==> config.mk <==
export PLATFORM = sky130hd
export DESIGN_NAME = data_mem_arbiter
export DESIGN_NICKNAME = d
export VERILOG_FILES = /design/src/rtl/dmem_arb_pkg.sv /design/src/rtl/byte_lane_mux.sv /design/src/rtl/data_mem_arbiter.sv
export SDC_FILE = /design/constraint.sdc
export NUM_CORES = 1
export LEC_CHECK = 0
export CORE_MARGIN = 3
export CORE_UTILIZATION = 25
export CTS_CLUSTER_DIAMETER = 200
export DETAILED_ROUTE_END_ITERATION = 8
export PLACE_DENSITY = 0.67
export REMOVE_ABC_BUFFERS = 1
export SYNTH_ARGS = -nofsm -noshare
export SYNTH_HDL_FRONTEND = slang
export SYNTH_SLANG_ARGS = --single-unit
==> constraint.sdc <==
create_clock -name clk -period 2.26 [get_ports clk]
set_clock_uncertainty 0.1 [all_clocks]
set_input_delay 0.339 -clock clk [delete_from_list [all_inputs] [get_ports clk]]
set_output_delay 0.339 -clock clk [all_outputs]
set_load 0.03 [all_outputs]
==> src/rtl/dmem_arb_pkg.sv <==
// Shared types and widths for the two-requester byte-wide data memory arbiter.
package dmem_arb_pkg;

   localparam int unsigned LANE_W    = 8;
   localparam int unsigned WADDR_W   = 6;
   localparam int unsigned NUM_LANES = 4;
   localparam int unsigned LANE_SEL_W = 2;
   localparam int unsigned WORD_W    = LANE_W * NUM_LANES;
   localparam int unsigned BADDR_W   = WADDR_W + LANE_SEL_W;

   typedef enum logic [1:0] {
      IDLE  = 2'd0,
      ISSUE = 2'd1,
      RDATA = 2'd2
   } arb_state_e;

   // Part of the granted command that must survive past the issue cycle
   typedef struct packed {
      logic                  we;
      logic [LANE_SEL_W-1:0] lane;
      logic                  owner;
   } cmd_t;

endpackage

==> src/rtl/byte_lane_mux.sv <==
// Combinational byte lane steering: read lane select, write replicate and lane enable.
module byte_lane_mux
   import dmem_arb_pkg::*;
(
   input  logic [LANE_SEL_W-1:0] lane_i,
   input  logic [LANE_W-1:0]     wbyte_i,
   input  logic [WORD_W-1:0]     rword_i,
   output logic [NUM_LANES-1:0]  be_o,
   output logic [WORD_W-1:0]     wword_o,
   output logic [LANE_W-1:0]     rbyte_o
);

   // One-hot lane enable and byte replicated across the word
   always_comb begin
      be_o         = '0;
      be_o[lane_i] = 1'b1;
      wword_o      = {NUM_LANES{wbyte_i}};
   end

   // Pick the addressed byte out of the read word
   always_comb begin
      rbyte_o = '0;
      for (int unsigned i = 0; i < NUM_LANES; i++) begin
         if (lane_i == LANE_SEL_W'(i)) begin
            rbyte_o = rword_i[i*LANE_W +: LANE_W];
         end
      end
   end

endmodule

==> src/rtl/data_mem_arbiter.sv <==
// Arbitrates a processor and a loader/debug port onto one single-port data memory.
module data_mem_arbiter
   import dmem_arb_pkg::*;
#(
   parameter int unsigned FIXED_PRIO = 0
)
(
   input  logic                 clk,
   input  logic                 reset,

   input  logic                 r0_req,
   input  logic                 r0_we,
   input  logic [BADDR_W-1:0]   r0_addr,
   input  logic [LANE_W-1:0]    r0_wdata,
   output logic                 r0_gnt,
   output logic                 r0_rvalid,
   output logic [LANE_W-1:0]    r0_rdata,

   input  logic                 r1_req,
   input  logic                 r1_we,
   input  logic [BADDR_W-1:0]   r1_addr,
   input  logic [LANE_W-1:0]    r1_wdata,
   output logic                 r1_gnt,
   output logic                 r1_rvalid,
   output logic [LANE_W-1:0]    r1_rdata,

   output logic [WADDR_W-1:0]   mem_addr,
   output logic [WORD_W-1:0]    mem_wdata,
   output logic [NUM_LANES-1:0] mem_be,
   output logic                 mem_we,
   input  logic [WORD_W-1:0]    mem_rdata
);

   arb_state_e            state_q, state_d;
   logic                  last_q, last_d;
   cmd_t                  cmd_q, cmd_d;
   logic                  gnt0_q, gnt0_d;
   logic                  gnt1_q, gnt1_d;
   logic                  rv0_q, rv0_d;
   logic                  rv1_q, rv1_d;
   logic [LANE_W-1:0]     rdata0_q, rdata0_d;
   logic [LANE_W-1:0]     rdata1_q, rdata1_d;
   logic [WADDR_W-1:0]    mem_addr_q, mem_addr_d;
   logic [WORD_W-1:0]     mem_wdata_q, mem_wdata_d;
   logic [NUM_LANES-1:0]  mem_be_q, mem_be_d;
   logic                  mem_we_q, mem_we_d;

   logic                  pick1;
   logic                  win_we;
   logic [BADDR_W-1:0]    win_addr;
   logic [LANE_W-1:0]     win_wdata;
   logic [LANE_SEL_W-1:0] lane_sel;
   logic [NUM_LANES-1:0]  mux_be;
   logic [WORD_W-1:0]     mux_wword;
   logic [LANE_W-1:0]     mux_rbyte;

   // Winner selection: requester 1 wins alone, or on a tie when round-robin says so
   always_comb begin
      pick1 = r1_req;
      if (r0_req && r1_req) begin
         if (FIXED_PRIO != 0) begin
            pick1 = 1'b0;
         end else begin
            pick1 = ~last_q;
         end
      end
      win_we    = pick1 ? r1_we    : r0_we;
      win_addr  = pick1 ? r1_addr  : r0_addr;
      win_wdata = pick1 ? r1_wdata : r0_wdata;
   end

   // Lane comes from the live winner when granting, from the latched command afterwards
   always_comb begin
      lane_sel = (state_q == IDLE) ? win_addr[LANE_SEL_W-1:0] : cmd_q.lane;
   end

   byte_lane_mux u_lane_mux (
      .lane_i  (lane_sel),
      .wbyte_i (win_wdata),
      .rword_i (mem_rdata),
      .be_o    (mux_be),
      .wword_o (mux_wword),
      .rbyte_o (mux_rbyte)
   );

   // Next-state and next-output logic; strobes default low, data holds
   always_comb begin
      state_d     = state_q;
      last_d      = last_q;
      cmd_d       = cmd_q;
      gnt0_d      = 1'b0;
      gnt1_d      = 1'b0;
      rv0_d       = 1'b0;
      rv1_d       = 1'b0;
      rdata0_d    = rdata0_q;
      rdata1_d    = rdata1_q;
      mem_addr_d  = mem_addr_q;
      mem_wdata_d = mem_wdata_q;
      mem_be_d    = '0;
      mem_we_d    = 1'b0;

      case (state_q)
         IDLE: begin
            if (r0_req || r1_req) begin
               state_d     = ISSUE;
               last_d      = pick1;
               cmd_d.we    = win_we;
               cmd_d.lane  = win_addr[LANE_SEL_W-1:0];
               cmd_d.owner = pick1;
               gnt0_d      = ~pick1;
               gnt1_d      = pick1;
               mem_addr_d  = win_addr[BADDR_W-1:LANE_SEL_W];
               mem_wdata_d = mux_wword;
               mem_be_d    = mux_be;
               mem_we_d    = win_we;
            end
         end
         ISSUE: begin
            state_d = cmd_q.we ? IDLE : RDATA;
         end
         RDATA: begin
            state_d = IDLE;
            if (cmd_q.owner) begin
               rdata1_d = mux_rbyte;
               rv1_d    = 1'b1;
            end else begin
               rdata0_d = mux_rbyte;
               rv0_d    = 1'b1;
            end
         end
         default: begin
            state_d = IDLE;
         end
      endcase
   end

   // State and output registers; reset favours requester 0 on the first tie
   always_ff @(posedge clk or posedge reset) begin
      if (reset) begin
         state_q     <= IDLE;
         last_q      <= 1'b1;
         cmd_q       <= '0;
         gnt0_q      <= 1'b0;
         gnt1_q      <= 1'b0;
         rv0_q       <= 1'b0;
         rv1_q       <= 1'b0;
         rdata0_q    <= '0;
         rdata1_q    <= '0;
         mem_addr_q  <= '0;
         mem_wdata_q <= '0;
         mem_be_q    <= '0;
         mem_we_q    <= 1'b0;
      end else begin
         state_q     <= state_d;
         last_q      <= last_d;
         cmd_q       <= cmd_d;
         gnt0_q      <= gnt0_d;
         gnt1_q      <= gnt1_d;
         rv0_q       <= rv0_d;
         rv1_q       <= rv1_d;
         rdata0_q    <= rdata0_d;
         rdata1_q    <= rdata1_d;
         mem_addr_q  <= mem_addr_d;
         mem_wdata_q <= mem_wdata_d;
         mem_be_q    <= mem_be_d;
         mem_we_q    <= mem_we_d;
      end
   end

   assign r0_gnt    = gnt0_q;
   assign r1_gnt    = gnt1_q;
   assign r0_rvalid = rv0_q;
   assign r1_rvalid = rv1_q;
   assign r0_rdata  = rdata0_q;
   assign r1_rdata  = rdata1_q;
   assign mem_addr  = mem_addr_q;
   assign mem_wdata = mem_wdata_q;
   assign mem_be    = mem_be_q;
   assign mem_we    = mem_we_q;

endmodule

Word level (Yosys, flattened, before mapping):

Cells that the tools add are included.

* register bits: 70

* magnitude comparators: 2
* equal/unequal tests: 6
* mux-type cells: 26
* bitwise logic cells: 3
* reductions and logical operators: 8

Operators with widths (number)
* 2-to-1 mux 8 bit: 6
* 2-to-1 mux 1 bit: 13
* 2-to-1 mux 4 bit: 2
* equality test 2 bit, second input constant: 3
* 2-to-1 mux 2 bit: 3
* AND reduction 2 bit: 3
* equality test 2 x 1 -> 1 bit, second input constant: 2
* zero test 2 bit: 2
* case mux 2 bit (2 select lines): 1
* < comparator 2 x 3 -> 1 bit, second input constant: 1
* NOT 1 bit: 3
* demux 1 bit (select 2 bit): 1
* greater-or-equal comparator 2 x 1 -> 1 bit, second input constant: 1
* logical AND 1 bit: 2
* inequality test 2 x 1 -> 1 bit, second input constant: 1
* logical OR 1 bit: 1

Longest topological paths before layout:

* depth in word-level cells: 10
* depth in mapped cells: 7
* gate-level depth less buffers: 5

By module:

Synthesis repeated with hierarchy kept, for this count alone.

* cell total of the unflattened synthesis: 245
* area, all modules: 3405.8 um^2

Modules (own cells, without submodules)
* data_mem_arbiter: instances 1, cells an instance 199, area each 2937.8 um^2, seq. area each 1752.9 um^2
* byte_lane_mux: instances 1, cells an instance 46, area each 467.9 um^2, seq. area each 0.0 um^2

Least setup slack after synthesis:

No wires, ideal clock.

* path kind: flip-flop to flip-flop
* from: reg last_q
* to: reg rdata0_q[0] (netlist: r0_rdata[0])
* setup time: 0.128 ns
* data arrival time: 1.616 ns
* required time: 2.032 ns
* setup slack: 0.416 ns
* cell stages (with the launch flop): 7
* clock period less this slack: 1.844 ns
* path through: dfstp_2 > a21boi_1 > buf_6 > mux2_4 > or2_4 > o31ai_2 > a21oi_1

* word-level cells in the longest chain between the ends: 9
* elaborated cells between the ends (all ways): 12
* classes of those cells: eq/ne (3); mux (7); bitwise (1); reduce/logical (1)

Ends and longest elaborated chain
* start: declaration: line data_mem_arbiter.sv:35 `logic last_q, last_d;`
* start signal: assignment: line data_mem_arbiter.sv:155 `last_q <= last_d;`
* NOT 1 bit *: line data_mem_arbiter.sv:64 `pick1 = ~last_q;`
* 2-to-1 mux 1 bit *: line data_mem_arbiter.sv:60 `if (r0_req && r1_req) begin`
* 2-to-1 mux 8 bit *: line data_mem_arbiter.sv:68 `win_addr = pick1 ? r1_addr : r0_addr;`
* 2-to-1 mux 2 bit *: line data_mem_arbiter.sv:74 `lane_sel = (state_q == IDLE) ? win_addr[LANE_SEL_W-1:0] : cmd_q.lane;`
* zero test 2 bit: line byte_lane_mux.sv:24 `if (lane_i == LANE_SEL_W'(i)) begin`
* 2-to-1 mux 8 bit (3 in series): line byte_lane_mux.sv:24
* 2-to-1 mux 8 bit *: line byte_lane_mux.sv:24
* end signal: assignment: line data_mem_arbiter.sv:161 `rdata0_q <= rdata0_d;`
* end: declaration: line data_mem_arbiter.sv:41 `logic [LANE_W-1:0] rdata0_q, rdata0_d;`

Mark *: on every way between the ends. The rest lies on a longest branch, timed or not.
A chain may end at the register's enable or synchronous reset.

Final worst setup path:

* from: in r0_req
* to: reg rdata0_q[0] (netlist: r0_rdata[0])

* word-level cells in the longest chain between the ends: 9
* elaborated cells between the ends (all ways): 12
* classes of those cells: eq/ne (3); mux (7); reduce/logical (2)

Ends and longest elaborated chain
* start: declaration: line data_mem_arbiter.sv:11 `input logic r0_req,`
* logical AND 1 bit *: line data_mem_arbiter.sv:60
* 2-to-1 mux 1 bit *: line data_mem_arbiter.sv:60
* 2-to-1 mux 8 bit *: line data_mem_arbiter.sv:68
* 2-to-1 mux 2 bit *: line data_mem_arbiter.sv:74
* zero test 2 bit: line byte_lane_mux.sv:24
* 2-to-1 mux 8 bit (3 in series): line byte_lane_mux.sv:24
* 2-to-1 mux 8 bit *: line byte_lane_mux.sv:24

Marks and branches as above.

==> impl_metrics.ini <==
[run_status]
result_of_the_run = finished clean

[finish]
regArea_um2 = 1150
nNetsFinal = 440
post_route_cells_drive_above_1_share = 0.0836
multi_input_comb_area_um2 = 1020
flow.area_growth_from_synthesis_pct = 61.0
n_fill_cell = 938
antennaDiodeCount = 0

[sta]
finalHoldWorstSlack_ns = 0.240
achievable-frequency_mhz = 500
post-route-period-util = 0.885
postLayoutSetupSlackWorst_ns = 0.260
setup_violations = 0
timing.slew.headroom = 0.460
final_max_slew_viol_count = 0
final.min_clock_period_ns = 2.00
rsz_0062_raised_after_global_routing = no
final_hold_violations = 0
tightestPinTransition_ns = 0.804

[worst_hold_path]
worst_hold_path_type = in2async

[clock_tree]
htree_num_levels = 2
worst_skew_pair.late_latency_ns = 0.30
cts_max_path_buffers = 2
clock_sinks = 46
cts_made_buffers = 5
clk_pin_slew_worst_setup_hold_paths_ns = 0.09
cts_tree = done
cts_root_buf = clkbuf_8
postCtsSetupBuffers = 0
post_cts_resize_count = 0
cts_hold_repair.buffers = 0

[logic_synthesis]
count_of_flip_flops_with_a_built_in_enable_after_synthesis = 0
yosys.cell_count.top_type = dfrtp_1
postSynth.topFlopCell = dfrtp_1
synth_top_cell_by_area = dfrtp_1
synth_cells = 254
synth-seq-cells = 46
synth.top_cells.by_area = dfrtp_1, mux2i_1, buf_4
async_set_or_reset_flop_fraction_in_the_synthesized_netlist = 1.00
synth.top_cells.by_count = dfrtp_1, nand2_1, o21ai_0
synth.yosys.seq_area_share = 0.475
post_synth_instance_area_um2 = 2420
ys_types = 34
synth_top_area_frac = 0.465
synth_warnings = 0
syn_avg_cell_area_um2 = 9.54

[placement]
globalplace.congestion = 0.805
post-place-ws_ns = -0.0541
dp.final_hpwl_um = 5710
numPortBuffers = 132

[die]
die_height_um = 104
io_pins = 133
core-area_um2 = 9330
total_die_area_um2 = 10900
start_util = 0.260
num_rows = 35
die_w_um = 104

[grt]
grt_first_pass_wirelength_um = 12000
grt.total_usage = 0.136
initial_antenna_violation_count = 0
grt_start_max_net_pins = 30
grt_overflow = 0
number_of_global_route_vias_before_repair = 2403

[power_and_ir_drop]
power_density_nw_per_um2 = 1410
total_leakage_power_nw = 1.63
ir_worst_vdd_v = 0.000807
total_power_mw = 5.49

[critical_path]
worst_r2r_startpoint = state_q[1]$_DFFE_PP0P_
worst-path-max-fanout = 6
critical_path.reg2reg.endpoint = r1_rdata[2]$_DFFE_PP0P_
origin_of_the_worst_setup_path = r0_req
r2r.worst_path.cells = 5
worst_setup_path_endpoint = r0_rdata[0]$_DFFE_PP0P_
regToRegSetupSlack_ns = 0.36
critical_path_sink_type = register
crit_path_start_kind = input port
critical_path_required_ns = 2.34
timing.setup.critical_path_class = in2reg
crit_arrival_ns = 2.07

[drt]
number_of_vias_per_cell = 4.53
detail_route.drc_violations = 0
wl_per_cell_um = 14.6
antenna_violating_nets_post_route = 0
drt_pass1_iterations = 4
route.vias.total = 2265
drt_iter0_markers = 68
wirelength_um = 7300

[run]
max_cap_violations = 0
## how the worst min path moves through the flow
stage                                          to  slack, ns  cells after the start
after floorplan            state_q[1]$_DFFE_PP0P_       0.31                      1
after global placement     state_q[1]$_DFFE_PP0P_       0.33                      1
after detailed placement   state_q[1]$_DFFE_PP0P_       0.33                      1
after CTS                 mem_addr[2]$_DFFE_PP0P_       0.25                      2
after global routing      mem_addr[2]$_DFFE_PP0P_       0.30                      2
final                     mem_addr[2]$_DFFE_PP0P_       0.24                      2
## registers in the layout, summed over array words and instances, names as in the netlist
| name | flops |
|---|---|
| r0_rdata | 8 |
| mem_addr | 6 |
| mem_be | 4 |
| r1_gnt | 1 |
| r0_rvalid | 1 |
| r1_rdata | 8 |
| mem_wdata | 8 |
| r1_rvalid | 1 |
| cmd_q | 4 |
| r0_gnt | 1 |
| state_q | 2 |
| last_q | 1 |
| mem_we | 1 |
## metal layers
layer  part of all wire  track usage  up-vias
met5                  0            0        -
met4              0.020       0.0465        0
met3               0.11       0.0608       12
met2               0.46        0.226      118
met1               0.41        0.153     1043
li1                   -            -     1092
## placed cells by master (no fill, tap or decap), drive strengths merged, types with 2 or more instances in the layout
master         instances
nand3                  2
o221ai                 2
a31oi                  2
dfrtp                 45
nor2                  19
inv                    7
nor3                   5
a21o                   3
nand2                 29
clkbuf                 6
nor4                   2
and2                   6
a21boi                 5
clkdlybuf4s50        132
buf                   14
mux2i                 21
a221oi                10
nor2b                  2
nand3b                 3
a21oi                 13
o21bai                 3
o21ai                 28
o31ai                  2
or2                    2
## area by class of cell
| type | instances | share of cell area |
|---|---|---|
| Multi-Input combinational cell | 164 | 0.260 |
| Inverter | 7 | 0.00673 |
| Sequential cell | 46 | 0.295 |
| Timing Repair Buffer | 146 | 0.372 |
| Tap cell | 129 | 0.0414 |
| Clock buffer | 6 | 0.0212 |
| Clock inverter | 2 | 0.00321 |
## through the flow
stage | instance area (um2) | TNS [ns] | util | cells
after floorplan | 2180 | -24.09 | - | 217
after global placement | 3810 | -0.0142 | 0.408 | 492
after detailed placement | 3810 | -0.214 | 0.408 | 492
after CTS | 3900 | 0 | 0.418 | 500
after global routing | 3900 | 0 | 0.418 | 500
final | 3900 | 0 | 0.418 | 500
## logic make-up (layout without fill, tap and decap cells)
group                  Yosys count  after routing  share of synthesized area
AO/OA/AOI/OAI                   70             70                      0.184
multiplexers                    22             22                     0.0929
buffers and inverters           44            161                      0.112
flip-flops                      46             46                      0.475
AND/OR/NAND/NOR                 72             72                      0.136
## worst max-delay path, cell delays in order
cell and delay [ns]:
clkdlybuf4s50_1 0.49, a21boi_4 0.23, buf_4 0.18, mux2i_1 0.29
a21boi_0 0.16, o31ai_2 0.27, a21oi_1 0.11
## report_power, final
| part | leakage, nW | internal (mW) | switching (mW) |
|---|---|---|---|
| logic | 1.02 | 1.51 | 1.97 |
| registers | 0.572 | 1.19 | 0.297 |
| clock network | 0.0472 | 0.246 | 0.276 |
| total | 1.63 | 2.94 | 2.55 |
Power figures use the tool's default switching activity.
